==> src/rtl/tx_cfg_sched_if.sv <==
`default_nettype none
// ============================================================================
//  Module      : tx_cfg_sched_if
//  Description : Register-write request channel between the HDMI TX config
//                scheduler (master) and the I2C write engine (slave).
//  Revision    : 1.0  initial release
// ============================================================================
interface tx_cfg_sched_if;
  logic       wr_req;
  logic [7:0] wr_reg;
  logic [7:0] wr_data;
  logic       wr_done;
  logic       wr_nack;

  modport master (output wr_req, output wr_reg, output wr_data,
                  input  wr_done, input  wr_nack);
  modport slave  (input  wr_req, input  wr_reg, input  wr_data,
                  output wr_done, output wr_nack);
endinterface
`default_nettype wire

==> src/rtl/tx_cfg_sched.sv <==
`default_nettype none
// ============================================================================
//  Module      : tx_cfg_sched
//  Description : HDMI transmitter configuration scheduler. Plays an init
//                table after start-up / hot-plug, then issues volume and
//                aspect register writes on demand, with NACK retry and an
//                enforced idle gap after every transaction.
//  Revision    : 1.0  initial release
// ============================================================================
module tx_cfg_sched #(
  parameter int unsigned          INIT_LEN    = 16,
  parameter logic [INIT_LEN*16-1:0] INIT_TABLE = '0,
  parameter int unsigned          STARTUP_DLY = 1000000,
  parameter int unsigned          GAP_CYC     = 64,
  parameter logic [7:0]           VOL_REG     = 8'h0A,
  parameter logic [7:0]           ASP_REG     = 8'h56
) (
  input  wire logic          PCLK,
  input  wire logic          reset,
  input  wire logic          btn_volplus,
  input  wire logic          btn_volminus,
  input  wire logic          int_n,
  input  wire logic          aspect,
  tx_cfg_sched_if.master     wr,
  output logic [3:0]         volume,
  output logic               init_done,
  output logic               busy,
  output logic [7:0]         err_cnt
);

  localparam logic [31:0] c_STARTUP_LAST = 32'(STARTUP_DLY - 1);
  localparam logic [31:0] c_GAP_LAST     = 32'(GAP_CYC - 1);
  localparam logic [5:0]  c_LAST_IDX     = 6'(INIT_LEN - 1);

  typedef enum logic [2:0] {
    ST_STARTUP = 3'd0, ST_IDLE = 3'd1, ST_ISSUE = 3'd2, ST_WAIT = 3'd3, ST_GAP = 3'd4
  } state_t;
  typedef enum logic [1:0] {SRC_INIT = 2'd0, SRC_ASP = 2'd1, SRC_VOL = 2'd2} src_t;

  state_t      r_state, w_state_nxt;
  src_t        r_src, w_load_src;
  logic        w_load, w_sel_init, w_sel_asp, w_sel_vol;
  logic [5:0]  r_idx, w_load_idx;
  logic [15:0] w_load_data;
  logic [31:0] r_cnt;
  logic [1:0]  r_retry;
  logic        r_again;
  logic [7:0]  r_err_cnt;
  logic        r_wr_req;
  logic [7:0]  r_wr_reg, r_wr_data;
  logic        r_int_s1, r_int_s2, r_int_s3;
  logic        r_plus_d1, r_plus_d2, r_minus_d1, r_minus_d2;
  logic        w_hotplug, w_plus_edge, w_minus_edge, w_vol_up, w_vol_dn;
  logic [3:0]  r_volume;
  logic        r_init_pend, r_asp_pend, r_vol_pend, r_init_done, r_asp_last;
  logic        w_asp_busy, w_wr_ok, w_wr_nack, w_init_fin;

  assign w_hotplug    = r_int_s3 & ~r_int_s2;
  assign w_plus_edge  = r_plus_d1 & ~r_plus_d2;
  assign w_minus_edge = r_minus_d1 & ~r_minus_d2;
  assign w_vol_up     = w_plus_edge & ~w_minus_edge & (r_volume != 4'd15);
  assign w_vol_dn     = w_minus_edge & ~w_plus_edge & (r_volume != 4'd0);
  assign w_wr_ok      = (r_state == ST_WAIT) & wr.wr_done & ~wr.wr_nack;
  assign w_wr_nack    = (r_state == ST_WAIT) & wr.wr_done & wr.wr_nack;
  // An aspect write already in flight must not re-raise its own request
  assign w_asp_busy   = (r_src == SRC_ASP) &
                        ((r_state == ST_ISSUE) | (r_state == ST_WAIT) | (r_state == ST_GAP));
  // Last table entry left the gap with no hot-plug restart queued
  assign w_init_fin   = (r_state == ST_GAP) & (w_state_nxt == ST_IDLE) &
                        (r_src == SRC_INIT) & (r_idx == c_LAST_IDX) & ~r_init_pend;

  // State register
  always_ff @(posedge PCLK) begin
    if (reset) r_state <= ST_STARTUP;
    else       r_state <= w_state_nxt;
  end

  // Next-state decode, source selection and payload load strobes
  always_comb begin
    w_state_nxt = r_state;
    w_load      = 1'b0;
    w_load_src  = SRC_INIT;
    w_load_idx  = '0;
    w_sel_init  = 1'b0;
    w_sel_asp   = 1'b0;
    w_sel_vol   = 1'b0;
    case (r_state)
      ST_STARTUP: begin
        if (r_cnt == c_STARTUP_LAST) begin
          w_state_nxt = ST_ISSUE;
          w_load      = 1'b1;
        end
      end
      ST_IDLE: begin
        if (r_init_pend) begin
          w_sel_init = 1'b1;
          w_load     = 1'b1;
        end else if (r_asp_pend) begin
          w_sel_asp  = 1'b1;
          w_load     = 1'b1;
          w_load_src = SRC_ASP;
        end else if (r_vol_pend) begin
          w_sel_vol  = 1'b1;
          w_load     = 1'b1;
          w_load_src = SRC_VOL;
        end
        if (w_load) w_state_nxt = ST_ISSUE;
      end
      ST_ISSUE: w_state_nxt = ST_WAIT;
      ST_WAIT: begin
        if (wr.wr_done) w_state_nxt = ST_GAP;
      end
      ST_GAP: begin
        if (r_cnt == c_GAP_LAST) begin
          if (r_again) begin
            w_state_nxt = ST_ISSUE;
          end else if ((r_src == SRC_INIT) && !r_init_pend && (r_idx != c_LAST_IDX)) begin
            w_state_nxt = ST_ISSUE;
            w_load      = 1'b1;
            w_load_idx  = r_idx + 6'd1;
          end else begin
            w_state_nxt = ST_IDLE;
          end
        end
      end
      default: w_state_nxt = ST_STARTUP;
    endcase
  end

  // Payload for the write about to be loaded
  always_comb begin
    w_load_data = INIT_TABLE[{w_load_idx, 4'b0000} +: 16];
    if (w_load_src == SRC_ASP)      w_load_data = {ASP_REG, aspect ? 8'h28 : 8'h18};
    else if (w_load_src == SRC_VOL) w_load_data = {VOL_REG, 4'h0, r_volume};
  end

  // Start-up and gap cycle counter, cleared on every state change
  always_ff @(posedge PCLK) begin
    if (reset)                            r_cnt <= '0;
    else if (r_state != w_state_nxt)      r_cnt <= '0;
    else if ((r_state == ST_STARTUP) || (r_state == ST_GAP)) r_cnt <= r_cnt + 32'd1;
  end

  // Write request channel; request held from ISSUE until completion
  always_ff @(posedge PCLK) begin
    if (reset) begin
      r_wr_req  <= 1'b0;
      r_wr_reg  <= '0;
      r_wr_data <= '0;
      r_src     <= SRC_INIT;
      r_idx     <= '0;
    end else begin
      r_wr_req <= (w_state_nxt == ST_ISSUE) || (w_state_nxt == ST_WAIT);
      if (w_load) begin
        {r_wr_reg, r_wr_data} <= w_load_data;
        r_src                 <= w_load_src;
        r_idx                 <= w_load_idx;
      end
    end
  end

  // NACK retry tracking, abandoned-write counter and last written aspect
  always_ff @(posedge PCLK) begin
    if (reset) begin
      r_retry    <= '0;
      r_again    <= 1'b0;
      r_err_cnt  <= '0;
      r_asp_last <= aspect;
    end else if (w_wr_nack) begin
      if (r_retry == 2'd3) begin
        r_retry <= '0;
        r_again <= 1'b0;
        if (r_err_cnt != 8'hFF) r_err_cnt <= r_err_cnt + 8'd1;
      end else begin
        r_retry <= r_retry + 2'd1;
        r_again <= 1'b1;
      end
    end else if (w_wr_ok) begin
      r_retry <= '0;
      r_again <= 1'b0;
      if (r_src == SRC_ASP) r_asp_last <= (r_wr_data == 8'h28);
    end
  end

  // Input conditioning: hot-plug synchronizer and button edge registers
  always_ff @(posedge PCLK) begin
    if (reset) begin
      {r_int_s1, r_int_s2, r_int_s3} <= 3'b111;
      {r_plus_d1, r_plus_d2, r_minus_d1, r_minus_d2} <= 4'b0000;
    end else begin
      {r_int_s1, r_int_s2, r_int_s3} <= {int_n, r_int_s1, r_int_s2};
      {r_plus_d1, r_plus_d2}   <= {btn_volplus, r_plus_d1};
      {r_minus_d1, r_minus_d2} <= {btn_volminus, r_minus_d1};
    end
  end

  // Saturating volume and pending-request flags; new events win over clears
  always_ff @(posedge PCLK) begin
    if (reset) begin
      r_volume    <= 4'd8;
      r_vol_pend  <= 1'b0;
      r_asp_pend  <= 1'b0;
      r_init_pend <= 1'b0;
      r_init_done <= 1'b0;
    end else begin
      if (w_vol_up)      r_volume <= r_volume + 4'd1;
      else if (w_vol_dn) r_volume <= r_volume - 4'd1;
      if (w_vol_up || w_vol_dn) r_vol_pend <= 1'b1;
      else if (w_sel_vol)       r_vol_pend <= 1'b0;
      if (w_sel_asp) r_asp_pend <= 1'b0;
      else if (r_init_done && (aspect != r_asp_last) && !w_asp_busy) r_asp_pend <= 1'b1;
      if (w_hotplug) r_init_pend <= 1'b1;
      else if (w_sel_init || (r_state == ST_STARTUP && w_state_nxt == ST_ISSUE))
        r_init_pend <= 1'b0;
      if (w_hotplug)       r_init_done <= 1'b0;
      else if (w_init_fin) r_init_done <= 1'b1;
    end
  end

  assign wr.wr_req  = r_wr_req;
  assign wr.wr_reg  = r_wr_reg;
  assign wr.wr_data = r_wr_data;
  assign volume     = r_volume;
  assign init_done  = r_init_done;
  assign busy       = (r_state != ST_IDLE);
  assign err_cnt    = r_err_cnt;

endmodule
`default_nettype wire

==> src/flat_wrapper.sv <==
// flat-port wrapper written by rule: the top's interface ports become plain ports
module tx_cfg_sched_flat 
#(
  parameter int unsigned          INIT_LEN    = 16,
  parameter logic [INIT_LEN*16-1:0] INIT_TABLE = '0,
  parameter int unsigned          STARTUP_DLY = 1000000,
  parameter int unsigned          GAP_CYC     = 64,
  parameter logic [7:0]           VOL_REG     = 8'h0A,
  parameter logic [7:0]           ASP_REG     = 8'h56
)
  (PCLK, reset, btn_volplus, btn_volminus, int_n, aspect, volume, init_done, busy, err_cnt, wr_wr_req, wr_wr_reg, wr_wr_data, wr_wr_done, wr_wr_nack);
  tx_cfg_sched_if wr_i ();
  input  wire logic PCLK;
  input  wire logic reset;
  input  wire logic btn_volplus;
  input  wire logic btn_volminus;
  input  wire logic int_n;
  input  wire logic aspect;
  output logic [3:0] volume;
  output logic init_done;
  output logic busy;
  output logic [7:0] err_cnt;
  output wire logic [$bits(wr_i.wr_req)-1:0] wr_wr_req;
  output wire logic [$bits(wr_i.wr_reg)-1:0] wr_wr_reg;
  output wire logic [$bits(wr_i.wr_data)-1:0] wr_wr_data;
  input wire logic [$bits(wr_i.wr_done)-1:0] wr_wr_done;
  input wire logic [$bits(wr_i.wr_nack)-1:0] wr_wr_nack;
  assign wr_wr_req = wr_i.wr_req;
  assign wr_wr_reg = wr_i.wr_reg;
  assign wr_wr_data = wr_i.wr_data;
  assign wr_i.wr_done = wr_wr_done;
  assign wr_i.wr_nack = wr_wr_nack;
  tx_cfg_sched #(.INIT_LEN(INIT_LEN), .INIT_TABLE(INIT_TABLE), .STARTUP_DLY(STARTUP_DLY), .GAP_CYC(GAP_CYC), .VOL_REG(VOL_REG), .ASP_REG(ASP_REG)) u_core (.PCLK(PCLK), .reset(reset), .btn_volplus(btn_volplus), .btn_volminus(btn_volminus), .int_n(int_n), .aspect(aspect), .wr(wr_i), .volume(volume), .init_done(init_done), .busy(busy), .err_cnt(err_cnt));
endmodule
==> config.mk <==
export PLATFORM = sky130hd
export DESIGN_NAME = tx_cfg_sched_flat
export DESIGN_NICKNAME = d
export VERILOG_FILES = /design/src/rtl/tx_cfg_sched_if.sv /design/src/rtl/tx_cfg_sched.sv /design/src/flat_wrapper.sv
export SDC_FILE = /design/constraint.sdc
export NUM_CORES = 1
export LEC_CHECK = 0
export ABC_AREA = 1
export CORE_UTILIZATION = 40
export CTS_BUF_LIST = sky130_fd_sc_hd__clkbuf_2
export DETAILED_ROUTE_END_ITERATION = 16
export SLEW_MARGIN = 10
export SYNTH_ARGS = -nofsm -noshare
export SYNTH_HDL_FRONTEND = slang
export SYNTH_SLANG_ARGS = --single-unit
==> constraint.sdc <==
create_clock -name PCLK -period 4.35 [get_ports PCLK]
set_input_delay 0.87 -clock PCLK [delete_from_list [all_inputs] [get_ports PCLK]]
set_output_delay 0.87 -clock PCLK [all_outputs]
set_load 0.05 [all_outputs]
==> Yosys cells after proc, flatten, opt, wreduce, memory -nomap -nowiden <==
Cells that the tools add are included.
{ "totals": {"regBits": 87, "output_inout_bits": 31} }
{ "op_classes": {"add_sub_neg": 6, "n_eq_ne": 22, "shift": 1, "muxes": 51, "n_bitwise": 24, "n_reduce_logical": 25} }
{ "ops": {"columns": ["op", "count"], "rows": [
  ["256-bit by 11-bit variable part select with 16-bit output, first input constant", 1],
  ["32-bit by 1-bit adder with 32-bit output, second input constant", 1],
  ["32-bit by 20-bit == test with 1-bit output, second input constant", 1],
  ["32-bit by 6-bit == test with 1-bit output, second input constant", 1],
  ["16-bit 2-to-1 mux", 2],
  ["6-bit 2-to-1 mux", 5],
  ["1-bit 2-to-1 mux", 27],
  ["2-bit 2-to-1 mux", 8],
  ["1-bit AND", 15],
  ["3-bit 2-to-1 mux", 5],
  ["3-bit one-hot mux with 5 select lines", 1],
  ["3-bit by 2-bit == test with 1-bit output, second input constant", 4],
  ["2-bit nonzero test", 6],
  ["8-bit by 1-bit adder with 8-bit output, second input constant", 1],
  ["8-bit by 6-bit == test with 1-bit output, second input constant", 1],
  ["4-bit 2-to-1 mux", 2],
  ["8-bit != test, second input constant", 1],
  ["1-bit NOT", 7],
  ["6-bit by 1-bit adder with 6-bit output, second input constant", 1],
  ["3-bit by 1-bit == test with 1-bit output, second input constant", 2],
  ["6-bit by 4-bit == test with 1-bit output, second input constant", 1],
  ["6-bit by 4-bit != test with 1-bit output, second input constant", 1],
  ["3-bit AND reduction", 2],
  ["2-bit OR reduction", 3],
  ["19 further kinds", 30]
]} }

==> Depth between registers and ports, before layout <==
Gate-level depths: netlist of the first run.
{ "logic_depth": {"depth_word": 12, "mapped_depth": 16} }

==> Worst setup path before layout of the first run <==
Ideal clock, no wire load.
{ "synth_timing": {"path_type": "register -> register", "from": "register u_core.r_volume[0] (netlist: u_core.volume[0])", "to": "register u_core.r_volume[3] (netlist: u_core.volume[3])", "setup_time_ns": 0.146, "t_arrival_ns": 2.138, "required_ns": 4.204, "path_slack_ns": 2.066, "path_stages_with_launch": 12, "cell_sequence": "dfxtp_1 > nand4_1 > nand2_1 > nor2_1 > inv_1 > ha_1 > and3_1 > a211oi_1 > or2_2 > nand3_1 > a21oi_1 > o21ai_0"} }
{ "synth_via": {"elab_chain_cells": 3, "word_cells_on_any_way": 9} }
{ "synth_rtl": {"columns": ["item", "line", "text"], "rows": [
  ["from (decl)", "tx_cfg_sched.sv:54", "logic [3:0] r_volume;"],
  ["from (signal assigned)", "tx_cfg_sched.sv:206", "if (w_vol_up) r_volume <= r_volume + 4'd1;"],
  ["from (signal assigned)", "tx_cfg_sched.sv:207", "else if (w_vol_dn) r_volume <= r_volume - 4'd1;"],
  ["4-bit by 1-bit subtractor with 4-bit output, or another cell as far along", "tx_cfg_sched.sv:207", null],
  ["4-bit 2-to-1 mux, or another cell as far along", "tx_cfg_sched.sv:207", null],
  ["4-bit 2-to-1 mux / 2-bit nonzero test (equally long branches)", null, null]
]} }
Parallel ways exist; a longest one is shown, timed or not. The select of a mux whose other input is x is not followed.
A chain may end at the register's enable or synchronous reset.

==> Worst setup path in the final report of the first run <==
{ "layout_timing": {"from": "register u_core.r_state[0]", "to": "output port busy"} }
{ "layout_via": {"elab_chain_cells": 1} }
{ "layout_rtl": {"columns": ["item", "line", "text"], "rows": [
  ["from (decl)", "tx_cfg_sched.sv:40", "state_t r_state, w_state_nxt;"],
  ["from (signal assigned)", "tx_cfg_sched.sv:75", "else r_state <= w_state_nxt;"],
  ["3-bit by 1-bit != test with 1-bit output", "tx_cfg_sched.sv:225", "assign busy = (r_state != ST_IDLE);"],
  ["to (decl)", "flat_wrapper.sv:21", "output logic busy;"]
]} }
No other way between the ends.

==> results.sh, run 1 <==
export IMPL_cts_resized=0
export IMPL_drc=0
export IMPL_wirelength_um=9270
export IMPL_finalSetupViolCount=0
export IMPL_grt_pass1_wl_um=16200
export IMPL_crit_fanout=6
export IMPL_dr_pass1_iters=4
export IMPL_fin_crit_sh_pct=71.6
export IMPL_netlist_area_leader_share_pct=36.1
export IMPL_num_vias=3790
export IMPL_cts_buffers=9
export IMPL_drv_slew=0
export IMPL_maxClockFrequency_mhz=321
export IMPL_ant_nets=0
export IMPL_dp_hpwl_um=6940
export IMPL_async_flop_share_pct=0
export IMPL_hold_buffers=0
export IMPL_grt_pass1_vias=3590
export IMPL_top_register="u_core.r_cnt"
export IMPL_dieArea_um2=11400
export IMPL_drive_above_1_share_pct=11.3
export IMPL_yosysWarnings=0
export IMPL_p_leak_uw=0.00186
export IMPL_clock_latency_ns=0.58
export IMPL_hold_viol=0
export IMPL_synth_area_leaders="dfxtp_1, nand2_1, nor2_1, inv_1, nor2_2"
export IMPL_ys_seq_elements=80
export IMPL_avgSynthCellArea_um2=7.07
export IMPL_worstMarginPinSlew_ns=0.555
export IMPL_largest_reg_flops=32
export IMPL_hold_path_class="flip-flop to flip-flop"
export IMPL_num_fill_cells=1097
export IMPL_final_util_pct=47.1
export IMPL_core_area_um2=10500
export IMPL_drt_initial_drc_count=201
export IMPL_crit_required_ns=3.48
export IMPL_startpoint_type="flip-flop"
export IMPL_cts_num_sinks=80
export IMPL_row_count=37
export IMPL_rsz0062_at_grt="false"
export IMPL_synth_ff_type="dfxtp_1"
export IMPL_num_antenna_cells=0
export IMPL_synth_cell_type_count=41
export IMPL_mostFrequentLayoutCells="nand2_1, nor2_1, dfxtp_1, inv_1, nor2_2"
export IMPL_seq_area_um2=1610
export IMPL_antenna_found_initial=0
export IMPL_grtUsageTotal_pct=17.8
export IMPL_wl_per_cell_um=11.7
export IMPL_cp_arrival_ns=2.25
export IMPL_final_common_cell="nand2_1"
export IMPL_synth_cells=620
export IMPL_critPathCaptureType="output pin"
export IMPL_place_gp_congestion=0.843
export IMPL_timing_hold_ws_ns=0.443
export IMPL_root_buffer="clkbuf_2"
export IMPL_cts_tree="yes"
export IMPL_setup_tns_ns=0
export IMPL_fp_dieH_um=107
export IMPL_area_delta_synth_final_pct=12.5
export IMPL_post_cts_setup_buffer_count=0
export IMPL_synth_edf_count=1
export IMPL_r2r_slack_ns=2.11
export IMPL_synth_area_um2=4380
export IMPL_period_needed_ns=3.12
export IMPL_nets=669
export IMPL_initial_core_util_pct=41.9
export IMPL_port_buffers=33
export IMPL_clock_path_buffers=2
export IMPL_avgViaCountPerCell=4.79
export IMPL_h_tree_depth=3
export IMPL_grt_max_degree=33
export IMPL_yosys_area_top_type="dfxtp_1"
export IMPL_grt_overflow=0
export IMPL_power_density_nw_per_um2=275
export IMPL_critical_path_class="flip-flop to output pin"
export IMPL_outcome="finished, final reports clean"
export IMPL_clkTransAtPathRegs_ns=0.26
export IMPL_relSlewSlack_pct=62.7
export IMPL_die_x_um=107
export IMPL_maxCapViolCount=0
export IMPL_irDropWorstVdd_v=0.000232
export IMPL_clock_skew_ns=0.0389
export IMPL_yosysSeqAreaShare_pct=36.8
export IMPL_multi_input_area_um2=2350
export IMPL_ios=39
## power by group
group	total [uW]	switching, uW	internal (uW)	leakage (uW)
combinational	107	69.4	37.4	0.00113
sequential	763	14.2	749	0.000650
clock	486	288	197	0.0000884
total	1360	372	984	0.00186
## final cells by class
class,count,share of cell area (%)
multi-input combinational,443,47.6
sequential,80,32.7
timing repair buffer,34,6.85
inverter,83,6.37
tap,136,3.45
clock inverter,7,2.08
clock buffer,9,0.914
## stage by stage
stage | worst slack (ns) | power (uW) | std cells | area (um^2)
2_1_floorplan | 2.07 | 860 | 624 | 4400
6_report | 1.23 | 1360 | 792 | 4930
4_1_cts | 1.18 | 1380 | 792 | 4930
3_3_place_gp | 1.30 | 881 | 776 | 4780
5_1_grt | 1.10 | 1430 | 792 | 4930
3_5_place_dp | 1.20 | 884 | 776 | 4780
## per-layer routing
layer / GRT usage (%) / vias up / wire length [um] / share of wire, %
met4: 6.26 / 0 / 128 / 1.4
li1: - / 2018 / - / -
met3: 4.07 / 10 / 286 / 3.1
met2: 27.6 / 42 / 4120 / 44
met5: 0 / - / 0 / 0
met1: 24.1 / 1720 / 4740 / 51
## cell families (layout without fill, tap and decap cells)
group | count (synthesis) | in the layout | synth area share (%)
xor+xnor | 35 | 35 | 7.00
buf+inv | 101 | 133 | 9.97
simple gates | 332 | 332 | 35.6
other cells | 1 | 5 | 0.0856
compound gates | 60 | 60 | 7.34
flops | 80 | 80 | 36.8
fa+ha+maj | 10 | 10 | 3.03
mux | 1 | 1 | 0.229
## critical path, stage by stage (launching register included)
cell	delay (ns)
dfxtp_1	0.51
inv_1	0.12
nor2_2	0.13
nand2_1	0.16
clkdlybuf4s50_1	0.74
## synth_stat cells (all sizes together) (2+ instances only)
| library cell | n |
|---|---|
| a21oi | 35 |
| xor2 | 25 |
| nand3b | 4 |
| ha | 9 |
| or2 | 5 |
| nand4 | 15 |
| a31oi | 4 |
| nand2 | 116 |
| dfxtp | 79 |
| a211oi | 4 |
| clkbuf | 4 |
| inv | 81 |
| xnor2 | 10 |
| clkinv | 2 |
| nor2 | 136 |
| nor3 | 19 |
| and3 | 2 |
| nand3 | 31 |
| buf | 14 |
| o21ai | 14 |
| nor4 | 3 |
## path summary, 6_finish.rpt
check                                   endpoint              start  cells past startpoint
worst max-delay path                        busy  u_core.r_state[0]                      4
worst min-delay path             u_core.r_int_s2    u_core.r_int_s1                      1
worst max register to register  u_core.r_cnt[17]  u_core.r_state[0]                      9
worst min register to register   u_core.r_int_s2    u_core.r_int_s1                      1
Power figures use the tool's default switching activity.
==> run 2, diff against run 1 <==
==> constraint.sdc (replaced) <==
create_clock -name PCLK -period 2.5 [get_ports PCLK]
set_input_delay 0.5 -clock PCLK [delete_from_list [all_inputs] [get_ports PCLK]]
set_output_delay 0.5 -clock PCLK [all_outputs]
set_load 0.05 [all_outputs]
==> run 2 against run 1 <==
Sequential share of layout area increased by 0.11 points. Critical endpoint is now err_cnt[2]. Via count up 0.11%. Clock power is 45% higher. Hold slack worse by 0.028 ns. Clock-buffer cell count stayed put. Final area down 0.33%. Clock skew shrank 0.011 ns. First-iteration DRC count shrank 3.5%. Die area did not move.
==> results.sh, run 2 (synthesized netlist as in run 1, its figures left out) <==
export IMPL_outcome="finished, final reports clean"
export IMPL_clkTransAtPathRegs_ns=0.24
export IMPL_critical_path_slowest_cell="clkdlybuf4s50_1"
export IMPL_drive_above_1_share_pct=11.6
export IMPL_wirelength_um=9290
export IMPL_clock_latency_ns=0.56
export IMPL_fp_dieH_um=107
export IMPL_num_fill_cells=1114
export IMPL_nets=671
export IMPL_timing_hold_ws_ns=0.415
export IMPL_power_density_nw_per_um2=451
export IMPL_h_tree_depth=3
export IMPL_maxClockFrequency_mhz=428
export IMPL_seq_area_um2=1610
export IMPL_ios=39
export IMPL_cts_buffers=9
export IMPL_cp_arrival_ns=1.84
export IMPL_max_stage_delay_ns=0.84
export IMPL_grt_max_degree=33
export IMPL_cts_num_sinks=80
export IMPL_root_buffer="clkbuf_2"
export IMPL_fin_crit_sh_pct=93.4
export IMPL_place_gp_congestion=0.874
export IMPL_ant_nets=0
export IMPL_multi_input_area_um2=2350
export IMPL_relSlewSlack_pct=64.2
export IMPL_crit_fanout=5
export IMPL_final_common_cell="nand2_1"
export IMPL_core_area_um2=10500
export IMPL_die_x_um=107
export IMPL_crit_required_ns=2.00
export IMPL_grt_pass1_wl_um=16100
export IMPL_mostFrequentLayoutCells="nand2_1, nor2_1, dfxtp_1, inv_1, nor2_2"
export IMPL_grt_pass1_vias=3535
export IMPL_r2r_slack_ns=0.27
export IMPL_dp_hpwl_um=7000
export IMPL_largest_reg_flops=32
export IMPL_critical_path_class="flip-flop to output pin"
export IMPL_initial_core_util_pct=41.9
export IMPL_num_vias=3794
export IMPL_grtUsageTotal_pct=17.7
export IMPL_clock_path_buffers=2
export IMPL_busiest_layer="met2"
export IMPL_cts_tree="yes"
export IMPL_rsz0062_at_grt="false"
export IMPL_port_buffers=33
export IMPL_final_util_pct=47.0
export IMPL_crit_path_cell_trace="clkdlybuf4s50_1"
export IMPL_drv_slew=0
export IMPL_grt_use_met3_pct=3.47
export IMPL_critPathTopFamily="buffers and inverters"
export IMPL_grt_overflow=0
export IMPL_post_cts_setup_buffer_count=0
export IMPL_hold_path_class="input port to flip-flop"
export IMPL_row_count=37
export IMPL_clock_skew_ns=0.0282
export IMPL_drt_initial_drc_count=194
export IMPL_finalSetupViolCount=0
export IMPL_hold_buffers=0
export IMPL_p_leak_uw=0.00187
export IMPL_critPathCaptureType="output pin"
export IMPL_worstMarginPinSlew_ns=0.532
export IMPL_drc=0
export IMPL_top_register="u_core.r_cnt"
export IMPL_use_met1_pct=23.9
export IMPL_startpoint_type="flip-flop"
export IMPL_grt_use_met2_pct=27.9
export IMPL_avgViaCountPerCell=4.77
export IMPL_antenna_found_initial=1
export IMPL_hold_viol=0
export IMPL_dieArea_um2=11400
export IMPL_period_needed_ns=2.34
export IMPL_setup_tns_ns=0
export IMPL_dr_pass1_iters=4
export IMPL_irDropWorstVdd_v=0.000248
export IMPL_wl_per_cell_um=11.7
export IMPL_path_buf_inv=1
export IMPL_maxCapViolCount=0
export IMPL_area_delta_synth_final_pct=12.1
export IMPL_cts_resized=3
## run 2: cell types whose count changed in the layout (fill, tap and decap cells not counted)
| cell | before | now |
|---|---|---|
| buf_4 | 1 | 3 |
| bufinv_16 | 2 | 1 |
| clkbuf_2 | 9 | 10 |
| clkdlybuf4s50_1 | 33 | 28 |
| clkinv_1 | 2 | 3 |
| clkinv_4 | 2 | 1 |
| clkinvlp_4 | 0 | 2 |
| diode_2 | 0 | 1 |
| dlygate4sd2_1 | 0 | 2 |
| dlymetal6s2s_1 | 0 | 2 |
| inv_8 | 1 | 0 |
## run 2: per-layer routing
layer | wire [um] | part of all wire (%)
met3 | 291 | 3.1
met4 | 157 | 1.7
met1 | 4820 | 52
met5 | 0 | 0
met2 | 4020 | 43
## run 2: cell type report
cell class                      instances  share of cell area [%]
Timing Repair Buffer                   36                    7.13
Multi-Input combinational cell        443                    47.8
Sequential cell                        80                    32.8
Tap cell                              136                    3.46
Clock inverter                          7                    1.45
Clock buffer                            9                   0.917
Antenna cell                            1                  0.0509
Inverter                               83                    6.39
## run 2: worst paths after layout
kind	start	endpoint	depth (start not counted)
hold reg to reg	u_core.r_minus_d1	u_core.r_minus_d2	2
setup / recovery	u_core.err_cnt[2]	err_cnt[2]	1
hold / removal	btn_volplus	u_core.r_plus_d1	3
setup reg to reg	u_core.volume[1]	u_core.volume[3]	11
## run 2: power by group
| group | internal (uW) | switching, uW |
|---|---|---|
| sequential | 1300 | 24.6 |
| clock | 230 | 476 |
| combinational | 62.7 | 121 |
| total | 1600 | 621 |
## run 2: per-stage QoR
step | area [um^2] | setup WS (ns) | instances | total power [uW]
after floorplan | 4400 | 0.216 | 624 | 1500
final | 4910 | 0.165 | 795 | 2220
after detailed placement | 4800 | 0.337 | 778 | 1540
after CTS | 4910 | 0.0604 | 794 | 2240
after global placement | 4800 | 0.361 | 778 | 1530
after global routing | 4910 | 0.0327 | 795 | 2330
